`src/rtl/riscv_mem_arbiter.sv`:
```
// Shares one memory port between instruction fetch and load/store; one transaction in flight.
// LS wins ties until MAX_LS_STREAK consecutive LS grants have starved a waiting fetch.
module riscv_mem_arbiter #(
  parameter int AW            = 32,
  parameter int DW            = 32,
  parameter int MAX_LS_STREAK = 4
) (
  input  logic            clk,
  input  logic            rst,
  input  logic            if_req,
  input  logic [AW-1:0]   if_addr,
  output logic            if_gnt,
  output logic            if_rvalid,
  output logic [DW-1:0]   if_rdata,
  input  logic            ls_req,
  input  logic            ls_we,
  input  logic [AW-1:0]   ls_addr,
  input  logic [DW-1:0]   ls_wdata,
  input  logic [DW/8-1:0] ls_be,
  output logic            ls_gnt,
  output logic            ls_rvalid,
  output logic [DW-1:0]   ls_rdata,
  output logic            mem_req,
  output logic            mem_we,
  output logic [AW-1:0]   mem_addr,
  output logic [DW-1:0]   mem_wdata,
  output logic [DW/8-1:0] mem_be,
  input  logic            mem_gnt,
  input  logic            mem_rvalid,
  input  logic [DW-1:0]   mem_rdata,
  output logic            busy
);

  localparam int SW = $clog2(MAX_LS_STREAK + 1);
  localparam logic [SW-1:0] STREAK_MAX = SW'(MAX_LS_STREAK);

  typedef enum logic [1:0] {IDLE, ISSUE, WAIT} state_t;

  state_t        state;
  logic          owner_ls;
  logic [SW-1:0] streak;
  logic          pick_ls;

  // A waiting fetch only beats LS once the LS streak has hit its limit.
  assign pick_ls = ls_req && (!if_req || (streak < STREAK_MAX));

  always_ff @(posedge clk) begin
    if (rst) begin
      state     <= IDLE;
      owner_ls  <= 1'b0;
      streak    <= '0;
      if_gnt    <= 1'b0;
      if_rvalid <= 1'b0;
      if_rdata  <= '0;
      ls_gnt    <= 1'b0;
      ls_rvalid <= 1'b0;
      ls_rdata  <= '0;
      mem_req   <= 1'b0;
      mem_we    <= 1'b0;
      mem_addr  <= '0;
      mem_wdata <= '0;
      mem_be    <= '0;
      busy      <= 1'b0;
    end else begin
      if_gnt    <= 1'b0;
      ls_gnt    <= 1'b0;
      if_rvalid <= 1'b0;
      ls_rvalid <= 1'b0;
      case (state)
        IDLE: begin
          if (if_req || ls_req) begin
            state    <= ISSUE;
            busy     <= 1'b1;
            mem_req  <= 1'b1;
            owner_ls <= pick_ls;
            if (pick_ls) begin
              ls_gnt    <= 1'b1;
              mem_we    <= ls_we;
              mem_addr  <= ls_addr;
              mem_wdata <= ls_wdata;
              mem_be    <= ls_be;
              if (if_req)
                streak <= (streak == STREAK_MAX) ? streak : streak + 1'b1;
              else
                streak <= '0;
            end else begin
              if_gnt    <= 1'b1;
              mem_we    <= 1'b0;
              mem_addr  <= if_addr;
              mem_wdata <= '0;
              mem_be    <= '1;
              streak    <= '0;
            end
          end
        end
        ISSUE: begin
          if (mem_gnt) begin
            mem_req <= 1'b0;
            state   <= WAIT;
          end
        end
        WAIT: begin
          // mem_we still reflects the in-flight op, so stores return zero data.
          if (mem_rvalid) begin
            state <= IDLE;
            busy  <= 1'b0;
            if (owner_ls) begin
              ls_rvalid <= 1'b1;
              ls_rdata  <= mem_we ? '0 : mem_rdata;
            end else begin
              if_rvalid <= 1'b1;
              if_rdata  <= mem_rdata;
            end
          end
        end
        default: state <= IDLE;
      endcase
    end
  end

endmodule

```
`config.mk`:
```
export PLATFORM = sky130hd
export DESIGN_NAME = riscv_mem_arbiter
export DESIGN_NICKNAME = d
export VERILOG_FILES = /design/src/rtl/riscv_mem_arbiter.sv
export SDC_FILE = /design/constraint.sdc
export NUM_CORES = 1
export LEC_CHECK = 0
export CORE_MARGIN = 2
export CORE_UTILIZATION = 35
export CTS_CLUSTER_DIAMETER = 50
export DETAILED_ROUTE_END_ITERATION = 12
export PLACE_DENSITY = 0.8
export SKIP_CTS_REPAIR_TIMING = 1
export SLEW_MARGIN = 30
export SYNTH_ARGS = -nofsm -noshare
export SYNTH_HDL_FRONTEND = slang
export SYNTH_SLANG_ARGS = --single-unit
```
`constraint.sdc`:
```
create_clock -name clk -period 1.51 [get_ports clk]
set_clock_uncertainty 0.1 [all_clocks]
set_input_delay 0.2265 -clock clk [delete_from_list [all_inputs] [get_ports clk]]
set_output_delay 0.2265 -clock clk [all_outputs]
set_load 0.03 [all_outputs]
```
[Word level (Yosys, flattened, before mapping)]
Cells that the tools add are included.
Operators by class
  reductions and logical operators: 16
  add/sub/neg operators: 1
  muxes and demuxes: 21
  order comparisons: 1
  bitwise logic cells: 5
  equal/unequal tests: 7
Operators with widths (count)
  $mux W32: 3
  $reduce_and A3 Y1: 6
  $mux W3: 3
  $mux W1: 8
  $mux W2: 3
  $ne A2 B2 Y1 const B: 3
  $pmux W2 S3: 1
  $reduce_or A3 Y1: 2
  $not A1 Y1: 5
  $mux W4: 1
  $pmux W1 S2: 2
  $reduce_bool A2 Y1: 2
  $add A3 B1 Y3 const B: 1
  $eq A3 B3 Y1 const B: 1
  $lt A3 B3 Y1 const B: 1
  $ne A3 B3 Y1 const B: 1
  $eq A2 B1 Y1 const B: 1
  $eq A2 B2 Y1 const B: 1
  $logic_not A2 Y1: 1
  $logic_or A1 B1 Y1: 2
  $reduce_and A2 Y1: 1
  $logic_and A1 B1 Y1: 1
  $logic_not A1 Y1: 1
Word-level totals
  bits of input ports: 139
  register bits: 145

[Longest topological paths before layout]
  word-level depth: 5
  depth in mapped cells: 6
  depth with buffers taken out: 4

[Worst setup path after synthesis]
OpenSTA, ideal clock, no wires.
  path type: register to register
  start: register state[1]
  end: register streak[2]
  stages on the path, launching flop included: 5
  arrival time: 1291 ps
  setup slack: 49 ps
  clock period less this slack: 1461 ps
  cells stage by stage: dfxtp_1 or2_1 buf_6 or4_1 a21oi_1
On the way
  cells in the longest elaborated chain, start to end: 2
Ends and longest elaborated chain
  from (decl): RTL line 39  | state_t state;
  from (signal assigned): RTL line 49  | state <= IDLE;
  from (signal assigned): RTL line 72  | state <= ISSUE;
  from (signal assigned): RTL line 99  | state <= WAIT;
  $logic_not A2 Y1: RTL line 69  | case (state)
  $reduce_and A3 Y1 (no line)
  to (signal assigned): RTL line 83  | streak <= (streak == STREAK_MAX) ? streak : streak + 1'b1;
  to (decl): RTL line 41  | logic [SW-1:0] streak;
No other way between the ends.
A chain may end at the register's enable or synchronous reset.

[Worst setup path after layout]
  start: register state[0]
  end: register if_rdata[21]
On the way
  cells in the longest elaborated chain, start to end: 2
Ends and longest elaborated chain
  $eq A2 B2 Y1: RTL line 69
  $reduce_and A3 Y1 (no line)
  to (signal assigned): RTL line 112  | if_rdata <= mem_rdata;
  to (decl): RTL line 14  | output logic [DW-1:0] if_rdata,
No other way between the ends.

==> reports/results.ini <==
[worst_setup_path]
r2r_start=state[0]$_SDFFE_PP0P_
cp_num_buf_inv=3
cp-end-kind=register
cpMostUsedCell=buf_6
setup.worst_path.class=register to register
crit_slowest_cell=dfxtp_2
critPathTopFamily=buffers and inverters
start_kind=register
critical_path_arrival_ns=1.69
required_ns=1.76
cpPeakStageDelay_ns=0.34
startpoint=state[0]$_SDFFE_PP0P_
path_cells=buf_6, nor4bb_4, buf_6, clkbuf_16, nand2_1, a21oi_1
cp_max_fo=16

[logic_synthesis]
async_flop_share_pct=0
synth_area_per_cell_um2=9.57
synth_fp_nets=681
netlist_area_um2=5170
synth_edf_count=0
synthCells=540
yosysWarnings=0
post-synth-top-count-cell=dfxtp_1
yosysUniqueCellTypes=30
ys_ff_latch=145
yosysSeqAreaShare_pct=56.2
yosysTopAreaCell=dfxtp_1
synth_ff_type=dfxtp_1
synth_top_area_share_pct=56.2
synth_area_leaders=dfxtp_1 (56%), a22o_1 (11%), nand2_1 (9.5%), a21oi_1 (7.3%), a311oi_1 (5.4%)
synthTopCellsByCount=dfxtp_1 (145), nand2_1 (131), a21oi_1 (75), a22o_1 (65), a311oi_1 (32)

[power_and_ir_drop]
ir_worst_vdd_v=0.000978
power.density_nw_per_um2=1120
cellLeakagePower_nw=5.69

[timing]
hold_viol=0
grt_setup_unrepaired=true
setup_tns_ns=0
min_period_ns=1.45
period_share_pct=95.9
slew_headroom_pct=73.1
finalSetupViolations=0
clock.fmax_mhz=691
tightest_slew_ns=0.403
hold_slack_ns=0.244
slew_violations=0

[detailed_routing]
drc_errors=0
drt_wl_total_um=17900
wl_per_cell_um=17.6
drt_iter0_markers=305
vias=5170
via_per_inst=5.09
drtPass1Iterations=5
ant_nets=0

[clock_tree]
cts_sinks=145
clk_pin_slew_ns=0.06
cts_tree=yes
cts-htree-levels=4
root_buffer=clkbuf_16
numCtsBuffers=17
clk_path_buf_depth=2
clk_latency_ns=0.42

[floorplanning]
die_height_um=125
initial_core_util_pct=35.7
die_w_um=125
ioPinCount=278
num_rows=44
die_area_um2=15700
core_area_um2=14500

[global_routing]
grt_overflow_total=0
grt_pass1_vias=5007
grt_pass1_wl_um=26800
antenna_found_initial=0
grt_max_degree=36
gr-usage-all-layers_pct=21.3

[cells_and_area]
final_cell_area_um2=9340
antenna_cells=0
area_delta_synth_final_pct=80.8
nNetsFinal=961
layout.cells.non_filler=1016
layout-drive-gt1-share_pct=9.50
finalCoreUtilization_pct=64.5
fillers=1132

[run_status]
status=complete, no violations

[worst_hold_path]
hp-class=primary input to register
hold_start=rst

[flow_run]
maxCapViolations=0

[placement]
dp.cells=982
io_buffers=277
hpwl_um=12000
gp_congestion=0.845
dpl-instance-area_um2=8290

logic make-up (layout without fill, tap and decap cells):
family,Yosys count,after routing,share of synthesized area (%)
adders and majority gates,2,2,0.484
AOI/OAI and AO/OA,181,181,25.0
and+or+nand+nor,159,159,13.0
DFF,145,145,56.2
buffers and inverters,53,345,5.35
metrics by stage:
step                      setup WS (ns)  total power, W
after floorplan                  0.0490         0.00514
after global placement           -0.272         0.00615
after detailed placement         -0.349         0.00618
after CTS                        -0.309          0.0106
after global routing            -0.0170          0.0109
final                            0.0624          0.0104
tightest hold or removal path, delay by kind of cell:
| family | cells | cell delay [ns] |
|---|---|---|
| AO/OA/AOI/OAI | 1 | 0.10 |
| buffers and inverters | 2 | 0.38 |
final cells by class:
type,instances,area (um2),share of cell area (%)
clock buffer,23,488,5.23
clock inverter,8,128,1.37
inverter,4,15.0,0.161
multi-input combinational,342,2030,21.7
sequential,145,2910,31.1
tap,184,230,2.47
timing repair buffer,310,3540,37.9
path summary, 6_finish.rpt:
| kind | end | slack (ns) | depth (start not counted) |
|---|---|---|---|
| worst min-delay path | if_rdata[2]$_SDFFE_PP0P_ | 0.24 | 3 |
| worst min register to register | if_rdata[6]$_SDFFE_PP0P_ | 0.35 | 2 |
| worst max-delay path | if_rdata[21]$_SDFFE_PP0P_ | 0.06 | 6 |
| worst max register to register | if_rdata[21]$_SDFFE_PP0P_ | 0.06 | 6 |
power by group:
part | internal (W) | switching [W] | leakage [nW] | total (W)
Sequential | 0.00404 | 0.000108 | 1.18 | 0.00415
Combinational | 0.000941 | 0.000995 | 4.21 | 0.00194
Clock | 0.00277 | 0.00159 | 0.295 | 0.00436
placed cells by master (no fill, tap or decap), types with 3 or more instances in the layout:
master           Yosys  layout
o21ai_0              4       4
buf_6                6       3
a22o_1              65      65
buf_4                0      18
a21oi_2              1       3
nor3_1              10      10
dfxtp_1            145     143
dlymetal6s2s_1       0     138
clkbuf_8             0       4
nand2_1            131     131
a21oi_1             75      73
bufinv_16            0       3
clkdlybuf4s50_1      0     137
a311oi_1            32      32
inv_1                4       4
clkbuf_16            0      19
buf_12               0      11
flip-flops by register name (all words and copies together) (netlist names):
| signal | cells |
|---|---|
| state | 2 |
| busy | 1 |
| if_rvalid | 1 |
| mem_be | 4 |
| streak | 3 |
| if_gnt | 1 |
| ls_gnt | 1 |
| owner_ls | 1 |
| mem_addr | 32 |
| mem_req | 1 |
| if_rdata | 32 |
| mem_wdata | 32 |
| mem_we | 1 |
| ls_rdata | 32 |
| ls_rvalid | 1 |
routing by layer:
| metal | GRT usage [%] | vias to the layer above | share of wire, % |
|---|---|---|---|
| met5 | 0 | - | 0 |
| met4 | 7.39 | 0 | 2.3 |
| met3 | 5.99 | 31 | 6.5 |
| met2 | 36.6 | 195 | 51 |
| met1 | 25.6 | 2451 | 40 |
| li1 | - | 2493 | - |
No activity file was read; power rests on OpenSTA's default activity.
==> patch 1, RTL diff (same settings) <==
Encoding of `state_t`: now one-hot (3 bits for 3 states).
--- a/src/rtl/riscv_mem_arbiter.sv
+++ b/src/rtl/riscv_mem_arbiter.sv
@@ -35,5 +35,5 @@
   localparam logic [SW-1:0] STREAK_MAX = SW'(MAX_LS_STREAK);
 
-  typedef enum logic [1:0] {IDLE, ISSUE, WAIT} state_t;
+  typedef enum logic [2:0] {IDLE = 3'b001, ISSUE = 3'b010, WAIT = 3'b100} state_t;
 
   state_t        state;
Check against the original RTL: no difference found for any inputs over 4 cycles, from zero or initial values and one cycle with rst high; so few cycles prove little.
==> patch 1 against the unedited design <==
The run now ends with setup timing left. Largest cell class unchanged. Setup slack got worse by 0.16 ns. Final cell count increased by 16%. Sequential cell count increased by 1. Via count increased by 26%. Wire length increased by 25%. Cell area increased by 15%. Largest power group unchanged. Sequential power increased by 1%. Count of clock-buffer cells in the layout decreased by 1. Utilization decreased by 1.8 points. Synthesized cell count increased by 23%. Synthesized area increased by 17%. Power increased by 9.6%.
==> patch 1: results (changes against the unedited design) <==
* First-pass GRT wire length at 31400 µm (+17%)
* Final setup viols at 85 (+85)
* Layout cell share with drive strength beyond 1 at 16.4% (+6.9 points)
* Initial drt markers at 540 (+77%)
* Wire per inst at 19.0 µm (+8.0%)
* Pleak at 5.90 nW (+3.8%)
* Failing checks: setup timing
* CP Data Arrival Time at 1.85 ns (+0.16 ns)
* Vias in the first global route at 5965 (+19%)
* Fill count at 1346 (+19%)
* Pre-CTS setup slack at -0.318 ns (+0.0315 ns)
* Pin count of the biggest net entering global routing at 67 (+86%)
* # nets final at 1082 (+13%)
* Routability cong. at 0.809 (-4.2%)
* Area contributors post-synth: dfxtp_1, a21oi_1, o21ai_0
* Post-DP HPWL at 13800 µm (+15%)
* Status: complete, but fails checks
* Max rail drop VDD at 751 µV (-23%)
* Slew HR at 70.4% (-2.7 points)
* Syn Inst Count at 666 (+23%)
* Switching part of the total power at 28.0% (+2.2 points)
* Dpl cell area at 0.00935 mm² (+13%)
* Commonest cells in the netlist: dfxtp_1, a21oi_1, o21ai_0
* Final wirelength at 22400 µm (+25%)
* Setup ws final at -0.101 ns (-0.164 ns)
* Initial antenna violation count at 1 (+1)
* GRT Total Usage at 21.5% (+0.21 points)
* Syn Nets at 807 (+19%)
* DR vias at 6536 (+26%)
[patch 1: cell count changes after synthesis, moves of 34 or more]
cell | unedited run | this run
a22o_1 | 65 | 0
o21ai_0 | 4 | 96
nand2_1 | 131 | 2
inv_1 | 4 | 38
clkbuf_1 | 17 | 60
nand4_1 | 2 | 36
[patch 1: path summary, 6_finish.rpt]
path	start	end	slack, ns	depth (start not counted)
min reg2reg	mem_addr[30]$_SDFFE_PP0P_	mem_addr[30]$_SDFFE_PP0P_	0.36	2
max	state[0]$_SDFFE_PP1P_	ls_rdata[8]$_SDFFE_PP0P_	-0.10	5
max reg2reg	state[0]$_SDFFE_PP1P_	ls_rdata[8]$_SDFFE_PP0P_	-0.10	5
min	rst	ls_gnt$_SDFF_PP0_	0.07	2
[patch 1: cells by family (layout without fill, tap and decap cells)]
group,Yosys count,after routing,share of synthesized area (%)
buffers and inverters,121,408,7.97
adder cells (fa/ha/maj),2,2,0.413
other,0,1,0
flip-flops,146,146,48.2
AND/OR/NAND/NOR,119,119,13.1
AO/OA/AOI/OAI,278,278,30.3
[patch 1: critical path: stages (launching register included)]
cell and delay (ns):
dfxtp_2 0.34, buf_6 0.12, nor4bb_4 0.42, buf_4 0.27, nand4b_1 0.12, a21oi_1 0.17
[patch 1: cell type report]
cell class / count / area [µm²] / share of cell area [%]
tap: 225 / 282 / 2.62
timing repair buffer: 339 / 3940 / 36.7
clock buffer: 22 / 494 / 4.60
sequential: 146 / 2930 / 27.3
clock inverter: 9 / 126 / 1.18
inverter: 38 / 143 / 1.33
antenna: 1 / 2.50 / 0.0233
multi-input combinational: 399 / 2810 / 26.2
[patch 1: per-layer routing]
| metal | up-vias | share of wire [%] | routed length (µm) | track usage (%) |
|---|---|---|---|---|
| li1 | 3070 | - | - | - |
| met1 | 3100 | 40 | 8920 | 26.5 |
| met2 | 320 | 50 | 11200 | 34.3 |
| met3 | 46 | 7.0 | 1570 | 5.95 |
| met4 | 0 | 2.9 | 644 | 11.2 |
| met5 | - | 0 | 0 | 0 |
[patch 1: power by group through the flow]
stage / logic (mW) / clock network (mW) / registers, mW
6_report: 2.83 / 4.41 / 4.20
5_1_grt: 2.98 / 4.67 / 4.22
4_1_cts: 2.52 / 4.51 / 4.20
3_5_place_dp: 2.51 / 0 / 4.28
3_3_place_gp: 2.49 / 0 / 4.27
2_1_floorplan: 0.850 / 0 / 4.69
==> patch 2, RTL diff (config.mk and constraints unchanged) <==
Made on the original files. Set the parameter `AW` to 48 (it was 32).
--- a/src/rtl/riscv_mem_arbiter.sv
+++ b/src/rtl/riscv_mem_arbiter.sv
@@ -2,5 +2,5 @@
 // LS wins ties until MAX_LS_STREAK consecutive LS grants have starved a waiting fetch.
 module riscv_mem_arbiter #(
-  parameter int AW            = 32,
+  parameter int AW            = 48,
   parameter int DW            = 32,
   parameter int MAX_LS_STREAK = 4
Ports: changed (resized if_addr, ls_addr and mem_addr); port bits go from 278 to 326. No check against the original RTL was run, so the function may have changed too.
==> patch 2 against the unedited design <==
The run now ends with setup timing left. Critical path depth decreased by 1. Largest cell class unchanged. Sequential cell count is 16 higher. Non-clock buffer count grew 59. Highest routed layer unchanged. Power rose by 8.7%. Synthesized area is 14% higher. Fmax fell by 4.8%. Largest power group is now sequential cells. Clock power down 3%. Critical endpoint is now if_rdata[17]$_SDFFE_PP0P_. Wire length up 17%. Setup slack got worse by 0.073 ns. Cell area grew 15%.
==> patch 2: results (changes against the unedited design) <==
* Worst-skew pair later-pin latency at between 0.4 and 0.5 ns
* Post-DP HPWL at 14200 µm (+19%)
* DR vias at 6153 (+19%)
* Clock buffer depth at 2 (unchanged)
* Wire per inst at 17.5 µm (-0.20%)
* GRT met3 Usage at 6.89% (+0.90 points)
* Clock root buffer: clkbuf_16
* Number of diodes at 0 (unchanged)
* # nets final at 1132 (+18%)
* Syn Nets at 805 (+18%)
* Vias per cell at 5.16 (+1.4%)
* Worst-path maximum fanout at 26 (+10)
* Failing checks: setup timing
* Pin count of the biggest net entering global routing at 54 (+50%)
* Max-Cap Viols at 0 (unchanged)
* Placed Instances at 1153 (+17%)
* Layout cell share with drive strength beyond 1 at 10.2% (+0.69 points)
* Crit path largest cell delay at 0.37 ns (+0.03 ns)
* Area contributors post-synth: dfxtp_1, nand2_1, a22o_1
* Clock transition at the registers of the reported paths at roughly 0.07 ns
* Synth unique cells at 32 (+6.7%)
* Commonest cells in the netlist: nand2_1, dfxtp_1, a21oi_1
* CTS Buf Count at 17 (unchanged)
* Aggregate global routing overflow at 0 (unchanged)
* Biggest register: mem_addr
* Initial drt markers at 383 (+26%)
* Final setup viols at 1 (+1)
* Max rail drop VDD at 701 µV (-28%)
* Vias in the first global route at 6034 (+21%)
* Status: complete, but fails checks
* Post-synth ARST share at 0% (unchanged)
* Met2 usage at 37.5% (+0.95 points)
* Routability cong. at 0.821 (-2.8%)
* Met1 global-route usage at 25.0% (-0.57 points)
* Pre-CTS setup slack at -0.435 ns (-0.0863 ns)
* Fill count at 1245 (+10%)
* Syn avg cell area at 9.31 µm² (-2.6%)
* CP Data Arrival Time at 1.75 ns (+0.06 ns)
* Setup ws final at -0.0108 ns (-0.0732 ns)
* Register area share after synthesis at 54.8% (-1.4 points)
* Worst Tran Pin Value at 0.393 ns (-0.00983 ns)
* Ys flop type: dfxtp_1
* CP max-delay cell: nor4bb_4
* Pre-antenna DRT Iters at 5 (unchanged)
* Yosys warnings at 0 (unchanged)
* # H-tree levels at 4 (unchanged)
* Pleak at 6.45 nW (+13%)
* Max FFs per register at 48
* Worst hold path class: input port to register
* Port buffer count at 325 (+17%)
* First-pass GRT wire length at 30800 µm (+15%)
* Initial antenna violation count at 0 (unchanged)
* Die Span X at 134 µm (+6.5%)
* GRT Total Usage at 21.6% (+0.31 points)
* Total negative slack at -0.0108 ns (-0.0108 ns)
[patch 2: cell count changes after synthesis, moves of 2 or more]
cell,delta
dfxtp_1,+16
a311oi_1,+16
buf_1,+3
a21oi_1,+16
clkbuf_1,+7
nand2_1,+32
buf_4,+2
[patch 2: cell type report]
cell class / count / area [µm²] / area share [%]
well taps: 220 / 275 / 2.56
inverters: 4 / 15.0 / 0.140
clock buffers: 19 / 453 / 4.21
flip-flops and latches: 161 / 3230 / 30.0
clock inverters: 13 / 129 / 1.20
repair buffers: 369 / 4220 / 39.3
multi-input cells: 406 / 2440 / 22.6
[patch 2: final timing paths]
| kind | startpoint | end | cells after the start |
|---|---|---|---|
| worst max-delay path | state[0]$_SDFFE_PP0P_ | if_rdata[17]$_SDFFE_PP0P_ | 5 |
| worst min-delay path | rst | ls_gnt$_SDFF_PP0_ | 3 |
| worst max register to register | state[0]$_SDFFE_PP0P_ | if_rdata[17]$_SDFFE_PP0P_ | 5 |
| worst min register to register | if_rdata[9]$_SDFFE_PP0P_ | if_rdata[9]$_SDFFE_PP0P_ | 2 |
[patch 2: worst max-delay path: cells and delay by family, from the launching register on]
kind / cells / cell delay [ns]
AOI/OAI and AO/OA: 1 / 0.17
buffers and inverters: 2 / 0.36
DFF: 1 / 0.35
and+or+nand+nor: 2 / 0.45
[patch 2: through the flow]
step	hold slack, ns	power, mW	util [%]	cell area (µm²)
2_1_floorplan	0.259	5.89	-	5890
3_3_place_gp	0.341	7.16	58.1	9600
3_5_place_dp	0.346	7.19	58.1	9600
4_1_cts	0.201	11.4	61.6	10200
5_1_grt	0.207	11.8	65.1	10800
6_report	0.213	11.3	65.1	10800
[patch 2: layer usage]
| layer | vias to the layer above | part of all wire (%) |
|---|---|---|
| met2 | 285 | 50 |
| met4 | 0 | 2.5 |
| met3 | 40 | 8.1 |
| li1 | 2927 | - |
| met5 | - | 0 |
| met1 | 2901 | 39 |
[patch 2: logic make-up after synthesis]
group                    synth area share [%]
flip-flops                               54.8
AO/OA/AOI/OAI                            25.8
AND/OR/NAND/NOR                          13.4
adder cells (fa/ha/maj)                 0.425
buffers and inverters                    5.59
[patch 2: report_power, final]
| group | total, mW | switching (mW) | internal (mW) |
|---|---|---|---|
| Combinational | 2.49 | 1.28 | 1.21 |
| Sequential | 4.65 | 0.140 | 4.51 |
| Clock | 4.21 | 1.82 | 2.39 |
